[src/rtl/change_dispenser_if.sv]
// Hopper handshake: the dispenser requests one coin of a selected denomination
// and holds the request until the hopper acknowledges the ejection.
interface change_dispenser_if;
    logic       COIN_REQ;
    logic [1:0] COIN_SEL;
    logic       COIN_ACK;

    modport master (
        output COIN_REQ,
        output COIN_SEL,
        input  COIN_ACK
    );

    modport slave (
        input  COIN_REQ,
        input  COIN_SEL,
        output COIN_ACK
    );
endinterface

[src/rtl/change_dispenser.sv]
// Change-return controller: snapshots the balance on START, pays it out greedily
// in 1000/500/100/50 coins through the hopper handshake and pulses one MINUS_*
// per dispensed coin so the money register drains in step.
module change_dispenser #(
    parameter int unsigned TIMEOUT = 1000
) (
    input  logic        CLK,
    input  logic        RST_N,
    input  logic        START,
    input  logic [15:0] BALANCE,
    change_dispenser_if.master hopper,
    output logic        MINUS_1000,
    output logic        MINUS_500,
    output logic        MINUS_100,
    output logic        MINUS_50,
    output logic        BUSY,
    output logic        DONE,
    output logic        RESIDUE,
    output logic        FAULT,
    output logic [7:0]  CNT_1000,
    output logic [7:0]  CNT_500,
    output logic [7:0]  CNT_100,
    output logic [7:0]  CNT_50
);

    typedef enum logic [2:0] {
        S_IDLE,
        S_SELECT,
        S_REQ,
        S_DEC,
        S_FINISH,
        S_FAULT
    } state_t;

    state_t      state;
    state_t      state_next;

    logic [15:0] remain;
    logic [1:0]  sel;
    logic [15:0] tcnt;
    logic        residue_q;
    logic [7:0]  coin_cnt [4];
    logic [15:0] coin_value;
    logic [16:0] tcnt_inc;
    logic        timeout_hit;

    // The timeout fires on the cycle that would make the wait count reach TIMEOUT.
    assign tcnt_inc    = {1'b0, tcnt} + 17'd1;
    assign timeout_hit = (tcnt_inc == 17'(TIMEOUT));

    // Face value of the currently selected denomination.
    always_comb begin
        coin_value = 16'd50;
        case (sel)
            2'd0:    coin_value = 16'd1000;
            2'd1:    coin_value = 16'd500;
            2'd2:    coin_value = 16'd100;
            default: coin_value = 16'd50;
        endcase
    end

    // State register; reset abandons any handshake in flight.
    always_ff @(posedge CLK or negedge RST_N) begin
        if (!RST_N) begin
            state <= S_IDLE;
        end else begin
            state <= state_next;
        end
    end

    // Next-state decision; START only matters in IDLE and FAULT, COIN_ACK only in REQ.
    always_comb begin
        state_next = state;
        case (state)
            S_IDLE:   if (START) state_next = S_SELECT;
            S_SELECT: state_next = (remain >= 16'd50) ? S_REQ : S_FINISH;
            S_REQ: begin
                if (hopper.COIN_ACK) begin
                    state_next = S_DEC;
                end else if (timeout_hit) begin
                    state_next = S_FAULT;
                end
            end
            S_DEC:    state_next = S_SELECT;
            S_FINISH: state_next = S_IDLE;
            S_FAULT:  if (START) state_next = S_IDLE;
            default:  state_next = S_IDLE;
        endcase
    end

    // Payout datapath: remaining amount, chosen coin, wait counter, residue flag and coin tallies.
    always_ff @(posedge CLK or negedge RST_N) begin
        if (!RST_N) begin
            remain    <= '0;
            sel       <= '0;
            tcnt      <= '0;
            residue_q <= 1'b0;
            for (int i = 0; i < 4; i++) begin
                coin_cnt[i] <= '0;
            end
        end else begin
            case (state)
                S_IDLE: begin
                    if (START) begin
                        remain    <= BALANCE;
                        residue_q <= 1'b0;
                        for (int i = 0; i < 4; i++) begin
                            coin_cnt[i] <= '0;
                        end
                    end
                end
                S_SELECT: begin
                    tcnt <= '0;
                    if (remain >= 16'd1000) begin
                        sel <= 2'd0;
                    end else if (remain >= 16'd500) begin
                        sel <= 2'd1;
                    end else if (remain >= 16'd100) begin
                        sel <= 2'd2;
                    end else if (remain >= 16'd50) begin
                        sel <= 2'd3;
                    end else if (remain != 16'd0) begin
                        residue_q <= 1'b1;
                    end
                end
                S_REQ: begin
                    if (!hopper.COIN_ACK) begin
                        tcnt <= tcnt_inc[15:0];
                    end
                end
                S_DEC: begin
                    remain        <= remain - coin_value;
                    coin_cnt[sel] <= coin_cnt[sel] + 8'd1;
                end
                default: begin
                end
            endcase
        end
    end

    // Moore outputs decoded from the state and registers.
    always_comb begin
        hopper.COIN_REQ = 1'b0;
        hopper.COIN_SEL = 2'd0;
        MINUS_1000      = 1'b0;
        MINUS_500       = 1'b0;
        MINUS_100       = 1'b0;
        MINUS_50        = 1'b0;
        BUSY            = 1'b0;
        DONE            = 1'b0;
        FAULT           = 1'b0;
        case (state)
            S_SELECT: BUSY = 1'b1;
            S_REQ: begin
                BUSY            = 1'b1;
                hopper.COIN_REQ = 1'b1;
                hopper.COIN_SEL = sel;
            end
            S_DEC: begin
                BUSY       = 1'b1;
                MINUS_1000 = (sel == 2'd0);
                MINUS_500  = (sel == 2'd1);
                MINUS_100  = (sel == 2'd2);
                MINUS_50   = (sel == 2'd3);
            end
            S_FINISH: DONE  = 1'b1;
            S_FAULT:  FAULT = 1'b1;
            default: begin
            end
        endcase
    end

    assign RESIDUE  = residue_q;
    assign CNT_1000 = coin_cnt[0];
    assign CNT_500  = coin_cnt[1];
    assign CNT_100  = coin_cnt[2];
    assign CNT_50   = coin_cnt[3];

endmodule
[src/flat_wrapper.sv]
// flat-port wrapper written by rule: the top's interface ports become plain ports
module change_dispenser_flat 
#(
    parameter int unsigned TIMEOUT = 1000
)
  (CLK, RST_N, START, BALANCE, MINUS_1000, MINUS_500, MINUS_100, MINUS_50, BUSY, DONE, RESIDUE, FAULT, CNT_1000, CNT_500, CNT_100, CNT_50, hopper_COIN_REQ, hopper_COIN_SEL, hopper_COIN_ACK);
  change_dispenser_if hopper_i ();
  input  logic CLK;
  input  logic RST_N;
  input  logic START;
  input  logic [15:0] BALANCE;
  output logic MINUS_1000;
  output logic MINUS_500;
  output logic MINUS_100;
  output logic MINUS_50;
  output logic BUSY;
  output logic DONE;
  output logic RESIDUE;
  output logic FAULT;
  output logic [7:0] CNT_1000;
  output logic [7:0] CNT_500;
  output logic [7:0] CNT_100;
  output logic [7:0] CNT_50;
  output wire logic [$bits(hopper_i.COIN_REQ)-1:0] hopper_COIN_REQ;
  output wire logic [$bits(hopper_i.COIN_SEL)-1:0] hopper_COIN_SEL;
  input wire logic [$bits(hopper_i.COIN_ACK)-1:0] hopper_COIN_ACK;
  assign hopper_COIN_REQ = hopper_i.COIN_REQ;
  assign hopper_COIN_SEL = hopper_i.COIN_SEL;
  assign hopper_i.COIN_ACK = hopper_COIN_ACK;
  change_dispenser #(.TIMEOUT(TIMEOUT)) u_core (.CLK(CLK), .RST_N(RST_N), .START(START), .BALANCE(BALANCE), .hopper(hopper_i), .MINUS_1000(MINUS_1000), .MINUS_500(MINUS_500), .MINUS_100(MINUS_100), .MINUS_50(MINUS_50), .BUSY(BUSY), .DONE(DONE), .RESIDUE(RESIDUE), .FAULT(FAULT), .CNT_1000(CNT_1000), .CNT_500(CNT_500), .CNT_100(CNT_100), .CNT_50(CNT_50));
endmodule
[config.mk]
export PLATFORM = sky130hd
export DESIGN_NAME = change_dispenser_flat
export DESIGN_NICKNAME = d
export VERILOG_FILES = /design/src/rtl/change_dispenser_if.sv /design/src/rtl/change_dispenser.sv /design/src/flat_wrapper.sv
export SDC_FILE = /design/constraint.sdc
export NUM_CORES = 1
export LEC_CHECK = 0
export CORE_UTILIZATION = 50
export DETAILED_ROUTE_END_ITERATION = 10
export PLACE_DENSITY = 0.82
export RECOVER_POWER = 25
export SLEW_MARGIN = 5
export SYNTH_ARGS = -nofsm -noshare
export SYNTH_HDL_FRONTEND = slang
export SYNTH_SLANG_ARGS = --single-unit
[constraint.sdc]
create_clock -name CLK -period 3.6 [get_ports CLK]
set_clock_uncertainty 0.05 [all_clocks]
set_input_delay 0.54 -clock CLK [delete_from_list [all_inputs] [get_ports CLK]]
set_output_delay 0.54 -clock CLK [all_outputs]
set_load 0.01 [all_outputs]
==> results of run 1 <==
-- worst max-delay path, stage by stage, from the launching register on --
cell             delay [ns]
dfrtp_1                0.51
nor2b_1                0.18
and2_1                 0.38
nand2_1                0.30
inv_1                  0.22
clkdlybuf4s50_1        0.57
-- cell families (layout without fill, tap and decap cells) --
family / after synthesis / after routing / synth area share (%)
AND/OR/NAND/NOR: 167 / 167 / 20.2
AO/OA/AOI/OAI: 137 / 137 / 20.8
flip-flops: 70 / 70 / 41.4
buffers and inverters: 39 / 100 / 4.23
adder cells (fa/ha/maj): 16 / 16 / 4.91
XOR/XNOR: 16 / 16 / 3.49
multiplexers: 11 / 11 / 4.97
-- layout by cell type, fill, tap and decap left out, drive strengths merged, types with 4 or more instances in the layout --
cell           instances
o211ai                 4
xor2                   7
mux4                   8
dfrtp                 70
nand2                 60
a22o                   9
o21ai                 64
bufinv                 4
clkdlybuf4s50         61
a22oi                  5
a31oi                  6
nor4                   7
a21oi                 14
xnor2                  9
nand4                 11
and2                  12
ha                    15
a221o                  4
nor3                   7
nor2b                  7
nand3                 10
clkbuf                12
a21o                   5
o31ai                  6
inv                   17
buf                    4
nor2                  33
-- power by group through the flow --
stage | combinational (mW) | sequential [mW] | clock (mW)
after floorplan | 1.09 | 1.09 | 0
after global placement | 1.49 | 1.15 | 0
after global routing | 1.73 | 1.18 | 0.880
after detailed placement | 1.54 | 1.16 | 0
final | 1.57 | 1.16 | 0.835
after CTS | 1.55 | 1.15 | 0.850
-- cell type report --
type                            count  area [um2]
Clock buffer                       10         128
Clock inverter                      6         134
Fill cell                         676        3060
Inverter                           17        63.8
Multi-Input combinational cell    347        2300
Sequential cell                    70        1750
Tap cell                          105         131
Timing Repair Buffer               67         649
-- synth_stat cells (all sizes together) (5+ instances only) --
master / count
a21o: 5
a21oi: 14
a22o: 9
a22oi: 5
a31oi: 6
and2: 12
buf: 15
clkbuf: 7
dfrtp: 70
ha: 15
inv: 17
mux4: 8
nand2: 60
nand3: 10
nand4: 11
nor2: 33
nor2b: 7
nor3: 7
nor4: 7
o21ai: 64
o31ai: 6
xnor2: 9
xor2: 7
-- final timing paths --
kind                                       start           endpoint  slack (ns)
worst min-delay path            u_core.remain[0]   u_core.remain[0]        0.45
worst min register to register  u_core.remain[0]   u_core.remain[0]        0.45
worst max register to register     u_core.sel[1]  u_core.remain[12]        0.65
worst max-delay path             u_core.state[2]          MINUS_500        0.50
max in group asynchronous                  RST_N     u_core.tcnt[5]        1.13
min in group asynchronous                  RST_N  u_core.CNT_500[4]        0.60
-- sequential cells by signal (all words and copies together), names as in the netlist --
| name | count |
|---|---|
| u_core.remain | 16 |
| u_core.state | 3 |
| u_core.CNT_50 | 8 |
| u_core.RESIDUE | 1 |
| u_core.sel | 2 |
| u_core.CNT_100 | 8 |
| u_core.CNT_500 | 8 |
| u_core.CNT_1000 | 8 |
| u_core.tcnt | 16 |
-- per-layer routing --
layer	share of wire (%)	vias to the layer above	track usage (%)
met1	44	1879	37.8
met5	0	-	0
met3	8.2	14	4.85
li1	-	1783	-
met2	47	212	42.0
met4	1.3	0	8.08
-- metrics by stage --
step | area [um2] | utilization [%] | hold slack, ns
2_1_floorplan | 4230 | - | 0.194
3_3_place_gp | 4910 | 59.8 | 0.425
3_5_place_dp | 4910 | 59.8 | 0.437
4_1_cts | 5180 | 63.0 | 0.218
5_1_grt | 5160 | 62.8 | 0.495
6_report | 5160 | 62.8 | 0.448
==> impl_metrics.toml, run 1 <==
[timing]
drv_slew = 34
rsz0062_at_grt = "false"
fmax_ghz = 0.323
final_hold_viol_count = 0
maxSlewHeadroom_pct = -15.2
finalCriticalPeriod_ns = 3.10
period_share_pct = 86.0
fin_ws_ns = 0.505
worst_slew_pin_slew_ns = 1.73
finalSetupTns_ns = 0
setup_violations = 0

[clock_network]
cts_hold_buf = 0
clock-sinks = 70
post_cts_buffers = 0
clk_latency_ns = 0.34
htreeDepth = 3
clkSlewWorstSetupHoldPaths_ns = 0.07
cts-buffers-inserted = 9
cts_tree = "yes"
clock-root-buffer = "clkbuf_8"
ctsResizeCount = 0
cts_buffer_depth = 2

[logic_synthesis]
ys_top_cells_by_area = "dfrtp_1, o21ai_0, nand2_1"
yosys_warnings = 0
syn_inst = 456
syn_area_mm2 = 0.00423
synth_area_leader_cell = "dfrtp_1"
synth_edf_count = 0
synth.top_cell.area_share_pct = 41.4
synth_cell_types = 65
yosys_register_bits = 70
postSynth.asyncResetShare_pct = 100
ys_seq_area_share_pct = 41.4
syn_nets = 492
ys.flop_type = "dfrtp_1"
syn_avg_cell_area_um2 = 9.28

[place]
gp_congestion = 0.928
post-place-ws_ns = 0.762
placed_cells = 606
io_buffers = 62
dp_hpwl_mm = 8.05

[floorplanning]
chipHeight_um = 94.0
dieWidth_um = 94.0
initial_core_util_pct = 51.5
rows = 33
io_pins = 63
core-area_mm2 = 0.00822
dieArea_mm2 = 0.00884

[global_routing]
grt_pass1_vias = 3625
grt_pass1_wl_mm = 18.1
grt.total_usage_pct = 26.8
globalRouteOverflowTotal = 0
antenna_found_initial = 0
grt_start_max_net_pins = 39

[critical_path]
crit_required_ns = 3.01
cp.arrival_ns = 2.51
worstSetupEndpointType = "primary output"
critPathLaunchType = "flip-flop"
critical_path_class = "reg -> out"
crit_fanout = 11
reg2reg_depth = 10

[route]
drt_first_pass_iters = 6
drc = 0
wl_per_cell_um = 18.1
drt_iter0_markers = 244
via_count = 3888
routed_wl_mm = 11.3
via_per_inst = 6.25
drt.antenna.violating_nets = 0

[min_path]
hp-class = "reg -> reg"
hold_path_depth = 2

[layout]
drive_gt1_share_pct = 7.93
syn2layout_area_growth_pct = 21.9
num-nets-final = 548
diodes = 0
fin_cells = 622

[status]
status = "finished with violations"
violations = "capacitance limit, slew limit"

[pwr]
total_power_mw = 3.57
pwr-share-seq_pct = 32.5
switching_share_pct = 40.9
power_leakage_nw = 2.11
power.density_mw_per_mm2 = 691
p_int_mw = 2.11
vdd_ir_drop_max_mv = 0.492
switching_power_mw = 1.46
clkPwrFrac_pct = 23.4
p_comb_share_pct = 44.1

[job]
maxCapViolCount = 1
Note: power is estimated with default switching activity, not from simulation.
==> run 2: changes to the inputs <==
--- a/config.mk
+++ b/config.mk
@@ -5,10 +5,12 @@
 export SDC_FILE = /design/constraint.sdc
 export NUM_CORES = 1
 export LEC_CHECK = 0
+export CORE_ASPECT_RATIO = 0.5
 export CORE_UTILIZATION = 50
 export DETAILED_ROUTE_END_ITERATION = 10
+export GPL_ROUTABILITY_DRIVEN = 0
 export PLACE_DENSITY = 0.82
-export RECOVER_POWER = 25
+export RECOVER_POWER = 50
 export SLEW_MARGIN = 5
 export SYNTH_ARGS = -nofsm -noshare
 export SYNTH_HDL_FRONTEND = slang
==> run 2 against run 1 <==
Compared with the run above:
- the flow still finishes with violations (capacitance limit, slew limit)
- final cell count grew 1.4%
- critical path type is now reg -> reg
- largest cell class unchanged
- setup slack gained 0.011 ns
- combinational power is essentially flat
==> impl_metrics.toml, run 2 (synthesis results as in run 1) <==
[timing]
period_share_pct = 85.7
rsz0062_at_grt = "false"
fmax_ghz = 0.324
finalCriticalPeriod_ns = 3.08
setup_violations = 0
drv_slew = 38
finalSetupTns_ns = 0
maxSlewHeadroom_pct = -29.5
worst_slew_pin_slew_ns = 1.94
final_hold_viol_count = 0
fin_ws_ns = 0.516

[job]
maxCapViolCount = 1

[clock_network]
cts_hold_buf = 0
cts_buffer_depth = 2
ctsResizeCount = 0
clock-root-buffer = "clkbuf_16"
clkSlewWorstSetupHoldPaths_ns = 0.05
clk_latency_ns = 0.34
post_cts_buffers = 0
clock-sinks = 70
cts_tree = "yes"
htreeDepth = 3
cts-buffers-inserted = 9

[layout]
drive_gt1_share_pct = 7.90
num-nets-final = 550
fillers = 645
diodes = 0
layout_common_cells = "dfrtp_1, nand2_1, o21ai_0"
syn2layout_area_growth_pct = 25.0
reg_top3 = "u_core.remain (16), u_core.tcnt (16)"
final_core_util_pct = 65.2
layout_commonest_cell = "dfrtp_1"

[route]
routed_wl_mm = 11.2
drt_first_pass_iters = 5
drt.antenna.violating_nets = 0
via_count = 3875
wl_per_cell_um = 17.7
drc = 0
drt_iter0_markers = 250
via_per_inst = 6.14

[place]
io_buffers = 62
post-place-ws_ns = 0.584
dp_hpwl_mm = 7.88

[critical_path]
cp.arrival_ns = 3.29
worstSetupEndpointType = "flip-flop"
critPathLaunchType = "flip-flop"
crit_required_ns = 3.80
critical_path_class = "reg -> reg"
crit_fanout = 7

[global_routing]
grt.total_usage_pct = 27.0
globalRouteOverflowTotal = 0
antenna_found_initial = 0
grt_start_max_net_pins = 38
grt_pass1_wl_mm = 18.4
grt_pass1_vias = 3732

[status]
violations = "capacitance limit, slew limit"
status = "finished with violations"

[floorplanning]
rows = 23
io_pins = 63
core-area_mm2 = 0.00812
initial_core_util_pct = 52.2
dieArea_mm2 = 0.00886
chipHeight_um = 67.1
dieWidth_um = 132

[pwr]
vdd_ir_drop_max_mv = 0.313
power.density_mw_per_mm2 = 727
power_leakage_nw = 2.23

[min_path]
hp-class = "reg -> reg"
-- run 2: cell count changes in the layout (fill, tap and decap cells not counted) --
cell | before | now
buf_4 | 4 | 5
clkbuf_2 | 1 | 0
nor4_2 | 3 | 2
nor4_1 | 4 | 5
clkbuf_1 | 2 | 3
dlygate4sd3_1 | 0 | 20
clkbuf_16 | 0 | 9
clkdlybuf4s50_1 | 61 | 41
clkbuf_8 | 9 | 2
clkinv_2 | 1 | 0
-- run 2: power by group --
| group | leakage [nW] | switching (mW) | total (mW) | internal [mW] |
|---|---|---|---|---|
| logic | 1.11 | 0.917 | 1.56 | 0.642 |
| clock network | 0.186 | 0.339 | 1.13 | 0.786 |
| registers | 0.937 | 0.226 | 1.17 | 0.940 |
| total | 2.23 | 1.48 | 3.85 | 2.37 |
-- run 2: final cells by class --
type / count / area [um2] / area share [%]
clock buffer: 11 / 253 / 4.78
clock inverter: 5 / 129 / 2.43
inverter: 17 / 63.8 / 1.21
multi-input combinational: 347 / 2300 / 43.4
sequential: 70 / 1750 / 33.1
tap: 112 / 140 / 2.65
timing repair buffer: 69 / 659 / 12.5
-- run 2: routing by layer --
| metal | up-vias | part of all wire (%) | track usage [%] |
|---|---|---|---|
| li1 | 1784 | - | - |
| met1 | 1909 | 44 | 33.5 |
| met2 | 155 | 48 | 47.2 |
| met3 | 27 | 6.3 | 6.09 |
| met4 | 0 | 1.6 | 9.30 |
| met5 | - | 0 | 0 |
-- run 2: worst paths after layout --
path	from	to	slack (ns)	depth (start not counted)
max	u_core.sel[0]	u_core.remain[11]	0.52	10
min	u_core.CNT_500[2]	u_core.CNT_500[2]	0.45	2
max reg2reg	u_core.sel[0]	u_core.remain[11]	0.52	10
min reg2reg	u_core.CNT_500[2]	u_core.CNT_500[2]	0.45	2
max in group asynchronous	RST_N	u_core.tcnt[3]	1.07	2
min in group asynchronous	RST_N	u_core.remain[8]	0.69	1
-- run 2: worst max-delay path: stages (launching register included) --
cell      delay, ns
dfrtp_1        0.53
inv_1          0.15
ha_1           0.31
inv_1          0.07
fa_1           0.48
a21o_1         0.22
a21o_1         0.18
a21oi_1        0.38
o21ai_0        0.20
or3_1          0.33
o211ai_1       0.10
-- run 2: metrics by stage --
stage / power (mW) / hold WS, ns / area [um2] / instances
CTS: 3.84 / 0.273 / 5310 / 631
finish: 3.85 / 0.455 / 5290 / 631
detailed placement: 2.68 / 0.455 / 4930 / 615
global route: 4.08 / 0.485 / 5290 / 631
global placement: 2.63 / 0.434 / 4930 / 615
floorplan: 2.18 / 0.194 / 4230 / 456
==> run 3: changes to the inputs <==
--- a/config.mk
+++ b/config.mk
@@ -8,7 +8,6 @@
 export CORE_ASPECT_RATIO = 0.5
 export CORE_UTILIZATION = 50
 export DETAILED_ROUTE_END_ITERATION = 10
-export GPL_ROUTABILITY_DRIVEN = 0
 export PLACE_DENSITY = 0.82
 export RECOVER_POWER = 50
 export SLEW_MARGIN = 5
==> run 3 against run 2 <==
Compared with the run above:
- the flow still finishes with violations (capacitance limit, slew limit)
- sequential cell count is the same
- wire length shrank 0.77%
- sequential share of layout area grew 0.36 points
- worst hold slack lost 0.0076 ns
- global-route usage grew 0.093 points
- sequential power is essentially flat
- total power shrank 4.1%
- register-to-register slack gained 0.05 ns
- critical path type is now reg -> out
==> impl_metrics.toml, run 3 (synthesis results as in run 1) <==
[status]
status = "finished with violations"
violations = "capacitance limit, slew limit"

[place]
placed_cells = 615
gp_congestion = 0.936
io_buffers = 62
place_area_mm2 = 0.00493
post-place-ws_ns = 0.641
dp_hpwl_mm = 7.69

[clock_network]
clkSlewWorstSetupHoldPaths_ns = 0.05
clk_latency_ns = 0.34
cts-buffers-inserted = 9
ctsResizeCount = 0
clock-root-buffer = "clkbuf_16"
cts_hold_buf = 0
cts_tree = "yes"
post_cts_buffers = 0
htreeDepth = 3
cts_buffer_depth = 2
clock-sinks = 70

[timing]
fin_ws_ns = 0.548
rsz0062_at_grt = "false"
setup_violations = 0
final_hold_viol_count = 0
maxSlewHeadroom_pct = -34.8
drv_slew = 37
fmax_ghz = 0.328
worst_slew_pin_slew_ns = 2.02
whs_ns = 0.447
finalCriticalPeriod_ns = 3.05
period_share_pct = 84.8
finalSetupTns_ns = 0

[critical_path]
reg2reg_depth = 10
crit_required_ns = 3.01
regToRegEndpoint = "u_core.remain[10]"
reg2reg_slack_ns = 0.57
timing.rr.start = "u_core.sel[0]"
critical_path_class = "reg -> out"
critPathLaunchType = "flip-flop"
crit_fanout = 11
worstSetupEndpointType = "primary output"
cp.arrival_ns = 2.46

[route]
drt_iter0_markers = 318
wl_per_cell_um = 17.6
via_per_inst = 6.09
drt.antenna.violating_nets = 0
routed_wl_mm = 11.1
drt_first_pass_iters = 5
drc = 0
via_count = 3842

[layout]
diodes = 0
fillers = 661
layout_commonest_cell = "dfrtp_1"
num-nets-final = 550
drive_gt1_share_pct = 7.71
syn2layout_area_growth_pct = 23.7
register_area_mm2 = 0.00175
layout_common_cells = "dfrtp_1, nand2_1, o21ai_0"
final_cell_area_mm2 = 0.00524
final_core_util_pct = 64.5
multi_input_area_mm2 = 0.00230
fin_cells = 631
reg_top3 = "u_core.remain (16), u_core.tcnt (16)"

[floorplanning]
io_pins = 63
chipHeight_um = 67.1
core-area_mm2 = 0.00812
initial_core_util_pct = 52.2
dieWidth_um = 132
rows = 23
dieArea_mm2 = 0.00886

[min_path]
hp-class = "reg -> reg"
min-delay-start = "u_core.RESIDUE"
hold_path_depth = 2
hold_path_end = "u_core.RESIDUE"

[pwr]
total_power_mw = 3.69
switching_share_pct = 40.3
power.density_mw_per_mm2 = 705
vdd_ir_drop_max_mv = 0.325
clkPwrFrac_pct = 26.5
p_comb_share_pct = 41.8
power_leakage_nw = 2.21
p_int_mw = 2.20
switching_power_mw = 1.49
pwr-share-seq_pct = 31.6

[global_routing]
grt_pass1_vias = 3526
grt.total_usage_pct = 27.1
grt_start_max_net_pins = 37
antenna_found_initial = 0
grt_pass1_wl_mm = 18.1
globalRouteOverflowTotal = 0

[job]
maxCapViolCount = 1
run 3: cell count changes in the layout (fill, tap and decap cells not counted), sizes merged:
cell    delta
bufinv     -2
clkinv     +2
run 3: worst max path at each step:
stage,start,depth (start not counted),to
floorplan,u_core.sel[1],11,u_core.remain[11]
global placement,u_core.sel[1],10,u_core.remain[11]
detailed placement,u_core.sel[0],10,u_core.remain[11]
CTS,u_core.state[2],5,MINUS_500
global route,u_core.sel[1],10,u_core.remain[11]
finish,u_core.state[2],5,MINUS_500
run 3: cell type report:
cell class | instances | share of cell area (%)
multi-input combinational | 347 | 43.8
sequential | 70 | 33.5
timing repair buffer | 69 | 12.6
clock buffer | 11 | 4.64
tap | 112 | 2.68
clock inverter | 5 | 1.58
inverter | 17 | 1.22
run 3: power groups by stage:
stage	logic, mW	clock network, mW	registers, mW
after floorplan	1.09	0	1.09
after global placement	1.47	0	1.16
after detailed placement	1.51	0	1.16
after CTS	1.53	0.988	1.16
after global routing	1.71	1.02	1.19
final	1.54	0.978	1.17
run 3: metal layers:
metal	up-vias	track usage, %	share of wire, %
met1	1885	34.4	45
met5	-	0	0
li1	1798	-	-
met4	0	10.6	1.7
met3	21	6.70	5.8
met2	138	45.2	48
run 3: worst max-delay path, cell delays in order, from the launching register on:
cell	delay [ns]
dfrtp_1	0.50
nor2b_1	0.19
and2_1	0.37
nand2_1	0.30
inv_1	0.20
clkdlybuf4s50_1	0.56
